==> src/rtl/upct_tree_plru_pkg.sv <==
// Shared UPCT sizing and update classification. Feature macro: UPCT_WRITE_BYPASS_EN.
package upct_tree_plru_pkg;

  localparam int UPCT_ENTRIES     = 8;
  localparam int LOG_UPCT_ENTRIES = $clog2(UPCT_ENTRIES);
  localparam int UPPER_PC_WIDTH   = 21;

  typedef enum logic [1:0] {
    UPD_HIT   = 2'd0,
    UPD_FILL  = 2'd1,
    UPD_EVICT = 2'd2
  } upd_kind_e;

  function automatic upd_kind_e classify(input logic hit, input logic any_free);
    if (hit)           return UPD_HIT;
    else if (any_free) return UPD_FILL;
    else               return UPD_EVICT;
  endfunction

endpackage

==> src/rtl/upct_tree_plru_plru_tree.sv <==
// Heap-ordered tree-PLRU: combinational victim walk, registered touch of one leaf per cycle.
module plru_tree #(
  parameter int ENTRIES = 8,
  parameter int LOG     = $clog2(ENTRIES)
) (
  input  logic           clk,
  input  logic           rst_n,
  input  logic           touch_valid,
  input  logic [LOG-1:0] touch_index,
  output logic [LOG-1:0] victim
);

  logic [ENTRIES-2:0] tree;
  logic [ENTRIES-2:0] tree_next;

  // Node bit 0 sends the victim walk left; children of node n are 2n+1 and 2n+2.
  always_comb begin
    logic [ENTRIES-2:0] sh;
    int node;
    victim = '0;
    node   = 0;
    for (int lvl = 0; lvl < LOG; lvl++) begin
      sh     = tree >> node;
      victim = (victim << 1) | LOG'(sh[0]);
      node   = 2 * node + 1 + int'(sh[0]);
    end
  end

  always_comb begin
    logic [ENTRIES-2:0] one;
    logic [LOG-1:0]     ish;
    int node;
    tree_next = tree;
    one       = {{(ENTRIES-2){1'b0}}, 1'b1};
    node      = 0;
    for (int lvl = 0; lvl < LOG; lvl++) begin
      ish       = touch_index >> (LOG - 1 - lvl);
      // Point each node on the path away from the touched subtree.
      tree_next = (tree_next & ~(one << node)) | ({{(ENTRIES-2){1'b0}}, ~ish[0]} << node);
      node      = 2 * node + 1 + int'(ish[0]);
    end
  end

  always_ff @(posedge clk or negedge rst_n) begin
    if (!rst_n)           tree <= '0;
    else if (touch_valid) tree <= tree_next;
  end

endmodule

==> src/rtl/upct_tree_plru.sv <==
// Fully associative upper-PC table with tree-PLRU replacement. Feature macro: UPCT_WRITE_BYPASS_EN.
module upct_tree_plru
  import upct_tree_plru_pkg::*;
#(
  parameter int UPCT_ENTRIES     = upct_tree_plru_pkg::UPCT_ENTRIES,
  parameter int LOG_UPCT_ENTRIES = $clog2(UPCT_ENTRIES),
  parameter int UPPER_PC_WIDTH   = upct_tree_plru_pkg::UPPER_PC_WIDTH
) (
  input  logic                        CLK,
  input  logic                        nRST,
  input  logic                        read_valid,
  input  logic [LOG_UPCT_ENTRIES-1:0] read_index,
  output logic [UPPER_PC_WIDTH-1:0]   read_upper_PC,
  input  logic                        update0_valid,
  input  logic [UPPER_PC_WIDTH-1:0]   update0_upper_PC,
  output logic                        update1_valid,
  output logic                        update1_hit,
  output logic [LOG_UPCT_ENTRIES-1:0] update1_upct_index
);

  logic [UPPER_PC_WIDTH-1:0]   data [UPCT_ENTRIES];
  logic [UPCT_ENTRIES-1:0]     valid;
  logic                        hit;
  logic                        any_free;
  logic [LOG_UPCT_ENTRIES-1:0] hit_idx;
  logic [LOG_UPCT_ENTRIES-1:0] free_idx;
  logic [LOG_UPCT_ENTRIES-1:0] victim_idx;
  logic [LOG_UPCT_ENTRIES-1:0] chosen_idx;
  logic                        do_write;
  logic                        bypass;
  upd_kind_e                   kind;

  // Scan from the top down so the lowest matching / free index wins.
  always_comb begin
    hit      = 1'b0;
    any_free = 1'b0;
    hit_idx  = '0;
    free_idx = '0;
    for (int i = UPCT_ENTRIES - 1; i >= 0; i--) begin
      if (valid[i] && data[i] == update0_upper_PC) begin
        hit     = 1'b1;
        hit_idx = LOG_UPCT_ENTRIES'(i);
      end
      if (!valid[i]) begin
        any_free = 1'b1;
        free_idx = LOG_UPCT_ENTRIES'(i);
      end
    end
  end

  always_comb begin
    kind = classify(hit, any_free);
    case (kind)
      UPD_HIT:  chosen_idx = hit_idx;
      UPD_FILL: chosen_idx = free_idx;
      default:  chosen_idx = victim_idx;
    endcase
    do_write = update0_valid && (kind != UPD_HIT);
  end

`ifdef UPCT_WRITE_BYPASS_EN
  assign bypass = do_write && (chosen_idx == read_index);
`else
  assign bypass = 1'b0;
`endif

  plru_tree #(.ENTRIES(UPCT_ENTRIES), .LOG(LOG_UPCT_ENTRIES)) u_plru (
    .clk         (CLK),
    .rst_n       (nRST),
    .touch_valid (update0_valid),
    .touch_index (chosen_idx),
    .victim      (victim_idx)
  );

  always_ff @(posedge CLK or negedge nRST) begin
    if (!nRST) begin
      valid <= '0;
      for (int i = 0; i < UPCT_ENTRIES; i++) data[i] <= '0;
    end else if (do_write) begin
      valid[chosen_idx] <= 1'b1;
      data[chosen_idx]  <= update0_upper_PC;
    end
  end

  always_ff @(posedge CLK or negedge nRST) begin
    if (!nRST) begin
      read_upper_PC      <= '0;
      update1_valid      <= 1'b0;
      update1_hit        <= 1'b0;
      update1_upct_index <= '0;
    end else begin
      if (read_valid) read_upper_PC <= bypass ? update0_upper_PC : data[read_index];
      update1_valid <= update0_valid;
      if (update0_valid) begin
        update1_hit        <= hit;
        update1_upct_index <= chosen_idx;
      end
    end
  end

endmodule

==> config.mk <==
export PLATFORM = sky130hd
export DESIGN_NAME = upct_tree_plru
export DESIGN_NICKNAME = d
export VERILOG_FILES = /design/src/rtl/upct_tree_plru_pkg.sv /design/src/rtl/upct_tree_plru_plru_tree.sv /design/src/rtl/upct_tree_plru.sv
export SDC_FILE = /design/constraint.sdc
export NUM_CORES = 1
export LEC_CHECK = 0
export CORE_ASPECT_RATIO = 0.6
export CORE_MARGIN = 4
export CORE_UTILIZATION = 55
export CTS_CLUSTER_DIAMETER = 80
export DETAILED_ROUTE_END_ITERATION = 16
export GPL_TIMING_DRIVEN = 0
export HOLD_SLACK_MARGIN = 0.03
export PLACE_DENSITY_LB_ADDON = 0.25
export SETUP_SLACK_MARGIN = 0.3
export SLEW_MARGIN = 20
export SYNTH_ARGS = -nofsm -noshare
export SYNTH_HDL_FRONTEND = slang
export SYNTH_SLANG_ARGS = --single-unit
==> constraint.sdc <==
create_clock -name CLK -period 4.35 [get_ports CLK]
set_clock_uncertainty 0.05 [all_clocks]
set_input_delay 0.87 -clock CLK [delete_from_list [all_inputs] [get_ports CLK]]
set_output_delay 0.87 -clock CLK [all_outputs]
set_load 0.01 [all_outputs]
==> results of run 1 <==
[worst max-delay path: stages]
cell and delay (ns):
buf_4 0.17, xnor2_2 0.27, nand4_1 0.11, or4b_1 0.56, or4_4 0.62, o311a_1 0.16
o21bai_4 0.28, ha_1 0.19, nand2_1 0.15, nor2_4 0.29, buf_4 0.30, mux2_1 0.34
[cell usage after synthesis, types with 7 or more instances]
cell        n
mux4_2     42
xnor2_1   132
mux2_1     91
buf_1       8
nand2_1    22
dfrtp_1   209
buf_2      41
ha_1        8
mux2i_1    23
xor2_1     32
inv_1       7
clkbuf_1   11
nor2_1     34
mux2_4     76
nand4_1    69
nor4_1     22
or2_1       9
o21ai_0     7
buf_6      11
a21oi_1    21
[area by class of cell]
class	count	area [µm²]	share of cell area, %
clock inverters	4	72.6	0.524
plain buffers	78	488	3.53
clock buffers	33	631	4.56
flip-flops and latches	209	5230	37.8
multi-input cells	663	6680	48.3
repair buffers	33	363	2.62
well taps	279	349	2.52
inverters	7	26.3	0.190
[power by group through the flow]
stage	combinational [mW]	clock (mW)	sequential, mW
2_1_floorplan	4.33	0	3.64
3_3_place_gp	5.80	0	3.88
3_5_place_dp	5.90	0	3.92
4_1_cts	6.00	1.92	3.91
5_1_grt	6.55	2.00	4.08
6_report	6.19	1.89	3.98
[per-layer routing]
| metal | wire length, µm | vias to the layer above | share of wire, % | global-route usage, % |
|---|---|---|---|---|
| met5 | 0 | - | 0 | 0 |
| met1 | 17700 | 4378 | 47 | 48.7 |
| met4 | 589 | 0 | 1.6 | 4.34 |
| li1 | - | 3607 | - | - |
| met2 | 15100 | 426 | 40 | 43.0 |
| met3 | 4350 | 44 | 12 | 8.41 |
[through the flow]
stage | TNS [ns] | area (µm²) | worst slack (ns) | hold WS, ns
3_5_place_dp | -128.02 | 12900 | -1.17 | 0.430
3_3_place_gp | -1475.62 | 12900 | -6.50 | 0.431
5_1_grt | 0 | 13800 | 0.289 | 0.234
6_report | 0 | 13800 | 0.371 | 0.221
2_1_floorplan | 0 | 12200 | 0.361 | 0.408
4_1_cts | 0 | 13700 | 0.289 | 0.228
[worst max path at each step]
stage          cells after the start  slack [ns]                  from       endpoint
2_1_floorplan                     12        0.36  update0_upper_PC[15]      data[127]
3_3_place_gp                       1       -6.50                  nRST  update1_valid
3_5_place_dp                      13       -1.17   update0_upper_PC[2]       data[47]
4_1_cts                           12        0.29   update0_upper_PC[1]      data[127]
5_1_grt                           13        0.29  update0_upper_PC[15]        data[7]
6_report                          12        0.37  update0_upper_PC[15]       data[47]
[timing repair]
action / in CTS / in global routing
buffers inserted: 0 / 3
endpoints found under the setup margin: 179 / 160
pin swaps: 0 / 3
resized for setup: 18 / 15
[logic make-up after synthesis]
family,Yosys count
XOR/XNOR,168
adder cells (fa/ha/maj),8
buffers and inverters,85
flip-flops,209
AO/OA/AOI/OAI,53
multiplexers,236
AND/OR/NAND/NOR,198
[flip-flops by register name (all words and copies together) (netlist names), named ones only]
name	count
update1_hit	1
valid	8
update1_upct_index	3
update1_valid	1
read_upper_PC	21
u_plru.tree	6
data	168
==> flow_summary.yaml, run 1 <==
run_status:
  run_status: "completed"
power:
  switching_share_pct: 40.3
  power.share.clock_pct: 15.7
  internal_power_mw: 7.20
  seq_power_share_pct: 33.0
  p_leak_nw: 5.60
  power_mw: 12.1
  power_frac_comb_pct: 51.3
  vdd_drop_max_mv: 0.683
  pwr_density_cell_nw_per_um2: 871
  p_sw_mw: 4.86
synthesis:
  syn_area_per_cell_um2: 12.8
  muxShareOfSynthArea_pct: 27.7
  synth_top_area_share_pct: 42.7
  synth-xor-area-share_pct: 12.3
  synth.largest_area_cell: "dfrtp_1"
  synth_nets: 993
  ys_warn_count: 0
  yosys_register_bits: 209
  yosysSeqAreaShare_pct: 42.7
  synthArstFlopShare_pct: 100
  synth_edf_count: 0
  yosys.cell_types.count: 54
  syn_area_um2: 12200
  yosys-top-cells-area: "dfrtp_1 (43%), xnor2_1 (9.4%), mux2_4 (9.3%)"
  synth_top_family_by_area: "multiplexers"
  synthCells: 957
  yosys.area_share.adder_pct: 0.818
  synth_compound_area_share_pct: 2.89
  ys.flop_type: "dfrtp_1"
  yosys.area_share.simple_pct: 9.58
clocking:
  ctsHoldBuffers: 0
  clk_latency_ns: 0.51
  clock_sinks: 209
  path_clk_slew_ns: 0.06
  h-tree-depth: 1
  cts_buffer_depth: 3
  cts-root-buf: "clkbuf_16"
  numCtsBuffers: 21
  cts_tree: "yes"
placement:
  port_buffers: 28
  dp_hpwl_mm: 29.3
  post-place-cells: 1266
  place_congestion: 1.00
finish:
  utilization_pct: 64.5
  antenna_cells: 0
  nFillCells: 1653
  final_nets: 1049
  final_cell_mix: "dfrtp_1 (209), xnor2_1 (125), mux2_1 (91)"
  drive_gt1_share_pct: 23.9
  final_common_cell: "dfrtp_1"
  fin_cells: 1306
  syn_to_final_growth_pct: 13.1
detailed_routing:
  drc_errors: 0
  drt-total-wl_mm: 37.8
  via_count: 8455
  dr.pass1.iters: 6
  drt-initial-drc-count: 839
  vias_per_cell: 6.47
  antenna_left: 0
  wl_per_cell_um: 28.9
sta:
  fin_crit_ns: 3.98
  hold_violations: 0
  period_share_pct: 91.5
  relSlewSlack_pct: 29.4
  rsz0062_at_grt: "yes"
  fmax_mhz: 251
  worst_slew_pin_slew_ns: 1.06
  drv_slew: 0
  setup_viol: 0
critical_path:
  arrival_ns: 4.32
  rrSetupSlack_ns: 0.44
  r2r_start: "data[42]"
  reg2regPathDepth: 11
  reg2reg_to: "data[47]"
  crit_required_ns: 4.69
  endpoint_kind: "flop"
  path_max_fanout: 10
  critPathKind: "input pin to flop"
  critPathLaunchType: "input pin"
global_route:
  antenna_found_initial: 0
  grt-ovfl-total: 0
  grt_pass1_vias: 8280
  grt_usage_pct: 30.7
  grt_pass1_wl_mm: 55.9
  grt_max_degree: 79
floorplanning:
  core_um2: 21400
  die_y_um: 124
  num_io_pins: 54
  start_util_pct: 57.1
  die_w_um: 201
  row_count: 41
  fp.dieArea_um2: 24800
job:
  maxCapViolCount: 0
hold_path:
  hold_class: "input pin to async pin"
(Power assumes the default switching activity.)
==> inputs of run 2 (changes only) <==
CORE_MARGIN = unset   (was 4)
==> run 2 against run 1 <==
Effect of this change:
- global-route usage up 2.5 points
- combinational power up 2%
- maximum frequency down 1.5%
- count of clock-buffer cells in the layout down 1
- via count up 0.22%
- cell area down 0.46%
- final cell count up 0.15%
- register-to-register slack better by 0.02 ns
- sequential share of layout area up 0.18 points
- critical path type unchanged
==> flow_summary.yaml, run 2 (synthesis gave the netlist of run 1 again) <==
critical_path:
  critPathMaxStageDelay_ns: 0.72
  path_max_fanout: 10
  arrival_ns: 4.38
  cp_slowest_cell: "nor4bb_2"
  path_common_cell: "buf_2"
  endpoint_kind: "flop"
  critPathKind: "input pin to flop"
  path_cells: "buf_2 > buf_2 > xnor2_1 > nand4_1 > nor4_1 > nand4_1 > nor4bb_2 > nand3_1 > nor2_4 > buf_2 > mux2_1"
  critPathLaunchType: "input pin"
  crit_required_ns: 4.70
floorplanning:
  die_y_um: 118
  row_count: 41
  fp.dieArea_um2: 22900
  num_io_pins: 54
  die_w_um: 195
  core_um2: 21400
  start_util_pct: 57.2
job:
  maxCapViolCount: 0
finish:
  nFillCells: 1668
  final_cell_mix: "dfrtp_1 (209), xnor2_1 (128), mux2_1 (91)"
  largest_reg_flops: 168
  final_common_cell: "dfrtp_1"
  syn_to_final_growth_pct: 12.6
  biggestRegsByFlops: "data: 168 flops, read_upper_PC: 21 flops, valid: 8 flops"
  seq_area_um2: 5230
  drive_gt1_share_pct: 23.9
  final_nets: 1052
  top_register: "data"
  antenna_cells: 0
  multi_input_area_um2: 6620
global_route:
  grt_pass1_vias: 8232
  antenna_found_initial: 0
  grt_max_degree: 84
  grt_usage_pct: 33.2
  grt-ovfl-total: 0
  grt_pass1_wl_mm: 55.1
sta:
  fmax_mhz: 248
  tns_ns: 0
  worst_slew_pin_slew_ns: 1.10
  hold_violations: 0
  period_share_pct: 92.9
  holdWs_ns: 0.229
  relSlewSlack_pct: 27.0
  fin_crit_ns: 4.04
  drv_slew: 0
  setup_viol: 0
  rsz0062_at_grt: "yes"
detailed_routing:
  via_count: 8474
  dr.pass1.iters: 5
  vias_per_cell: 6.48
  drt-initial-drc-count: 936
  drc_errors: 0
  antenna_left: 0
  drt-total-wl_mm: 37.3
  wl_per_cell_um: 28.5
run_status:
  run_status: "completed"
placement:
  dp_hpwl_mm: 28.8
  place_congestion: 0.996
  port_buffers: 28
clocking:
  cts_tree: "yes"
  clock_sinks: 209
  cts-root-buf: "clkbuf_16"
  clk_latency_ns: 0.52
  h-tree-depth: 1
  ctsHoldBuffers: 0
  numCtsBuffers: 21
  path_clk_slew_ns: 0.06
  cts_buffer_depth: 3
power:
  pwr_density_cell_nw_per_um2: 874
  p_leak_nw: 5.56
  vdd_drop_max_mv: 0.697
hold_path:
  hold_class: "input pin to async pin"
[run 2: cell types whose count changed in the layout (fill, tap and decap cells not counted), moves of 2 or more]
cell       previous run  this run
buf_12                1         4
buf_4                17        14
bufinv_16             2         0
clkbuf_4              1         3
clkinv_2              1         3
nor2_2                3         1
nor2_4                1         3
xnor2_1             125       128
xnor2_4               4         1
[run 2: worst paths after layout]
kind                       cells after the start               endpoint  slack (ns)             startpoint
max                                           11               data[11]        0.31   update0_upper_PC[10]
min                                            1               data[29]        0.23                   nRST
max reg2reg                                   11              data[150]        0.46               data[42]
min reg2reg                                    2  update1_upct_index[1]        0.45  update1_upct_index[1]
max in group asynchronous                      3              data[167]        2.91                   nRST
min in group CLK                               2  update1_upct_index[1]        0.45  update1_upct_index[1]
[run 2: what timing repair did]
item,4_1_cts,5_1_grt
setup endpoints to repair,177,155
pin swaps,1,3
endpoints found under the hold margin,0,0
resized for setup,13,21
setup buffers,1,5
[run 2: critical path: cells and delay by family]
| kind | cells | cell delay (ns) |
|---|---|---|
| mux | 1 | 0.35 |
| xor+xnor | 1 | 0.18 |
| simple gates | 6 | 2.02 |
| buf+inv | 3 | 0.94 |
[run 2: area by class of cell]
class | count | area share (%)
inverters | 7 | 0.191
multi-input cells | 663 | 48.0
flip-flops and latches | 209 | 38.0
well taps | 279 | 2.53
clock inverters | 4 | 0.191
clock buffers | 32 | 4.48
repair buffers | 36 | 2.89
plain buffers | 78 | 3.71
[run 2: report_power, final]
part | switching (mW) | total [mW] | leakage [nW] | internal (mW)
clock | 0.784 | 1.76 | 0.320 | 0.979
sequential | 1.03 | 3.97 | 2.47 | 2.94
combinational | 3.12 | 6.31 | 2.77 | 3.19
[run 2: per-layer routing]
metal / up-vias / GRT usage [%] / part of all wire [%]
li1: 3621 / - / -
met1: 4337 / 51.2 / 46
met2: 456 / 43.7 / 39
met3: 60 / 11.8 / 12
met4: 0 / 7.64 / 2.4
met5: - / 1.53 / 0
[run 2: stage by stage]
stage | utilization (%) | cells | setup WS [ns] | cell area, µm² | total power [mW]
finish | 64.4 | 1308 | 0.311 | 13800 | 12.0
global route | 64.4 | 1308 | 0.287 | 13800 | 12.6
CTS | 63.7 | 1303 | 0.307 | 13600 | 11.7
detailed placement | 60.4 | 1266 | -1.10 | 12900 | 9.84
global placement | 60.1 | 1264 | -6.53 | 12900 | 9.70
floorplan | - | 957 | 0.361 | 12200 | 7.96
==> inputs of run 3 (changes only) <==
HOLD_SLACK_MARGIN = unset   (was 0.03)
==> results of run 3 <==
The final DEF is identical to that of run 2; final timing and power are the same.
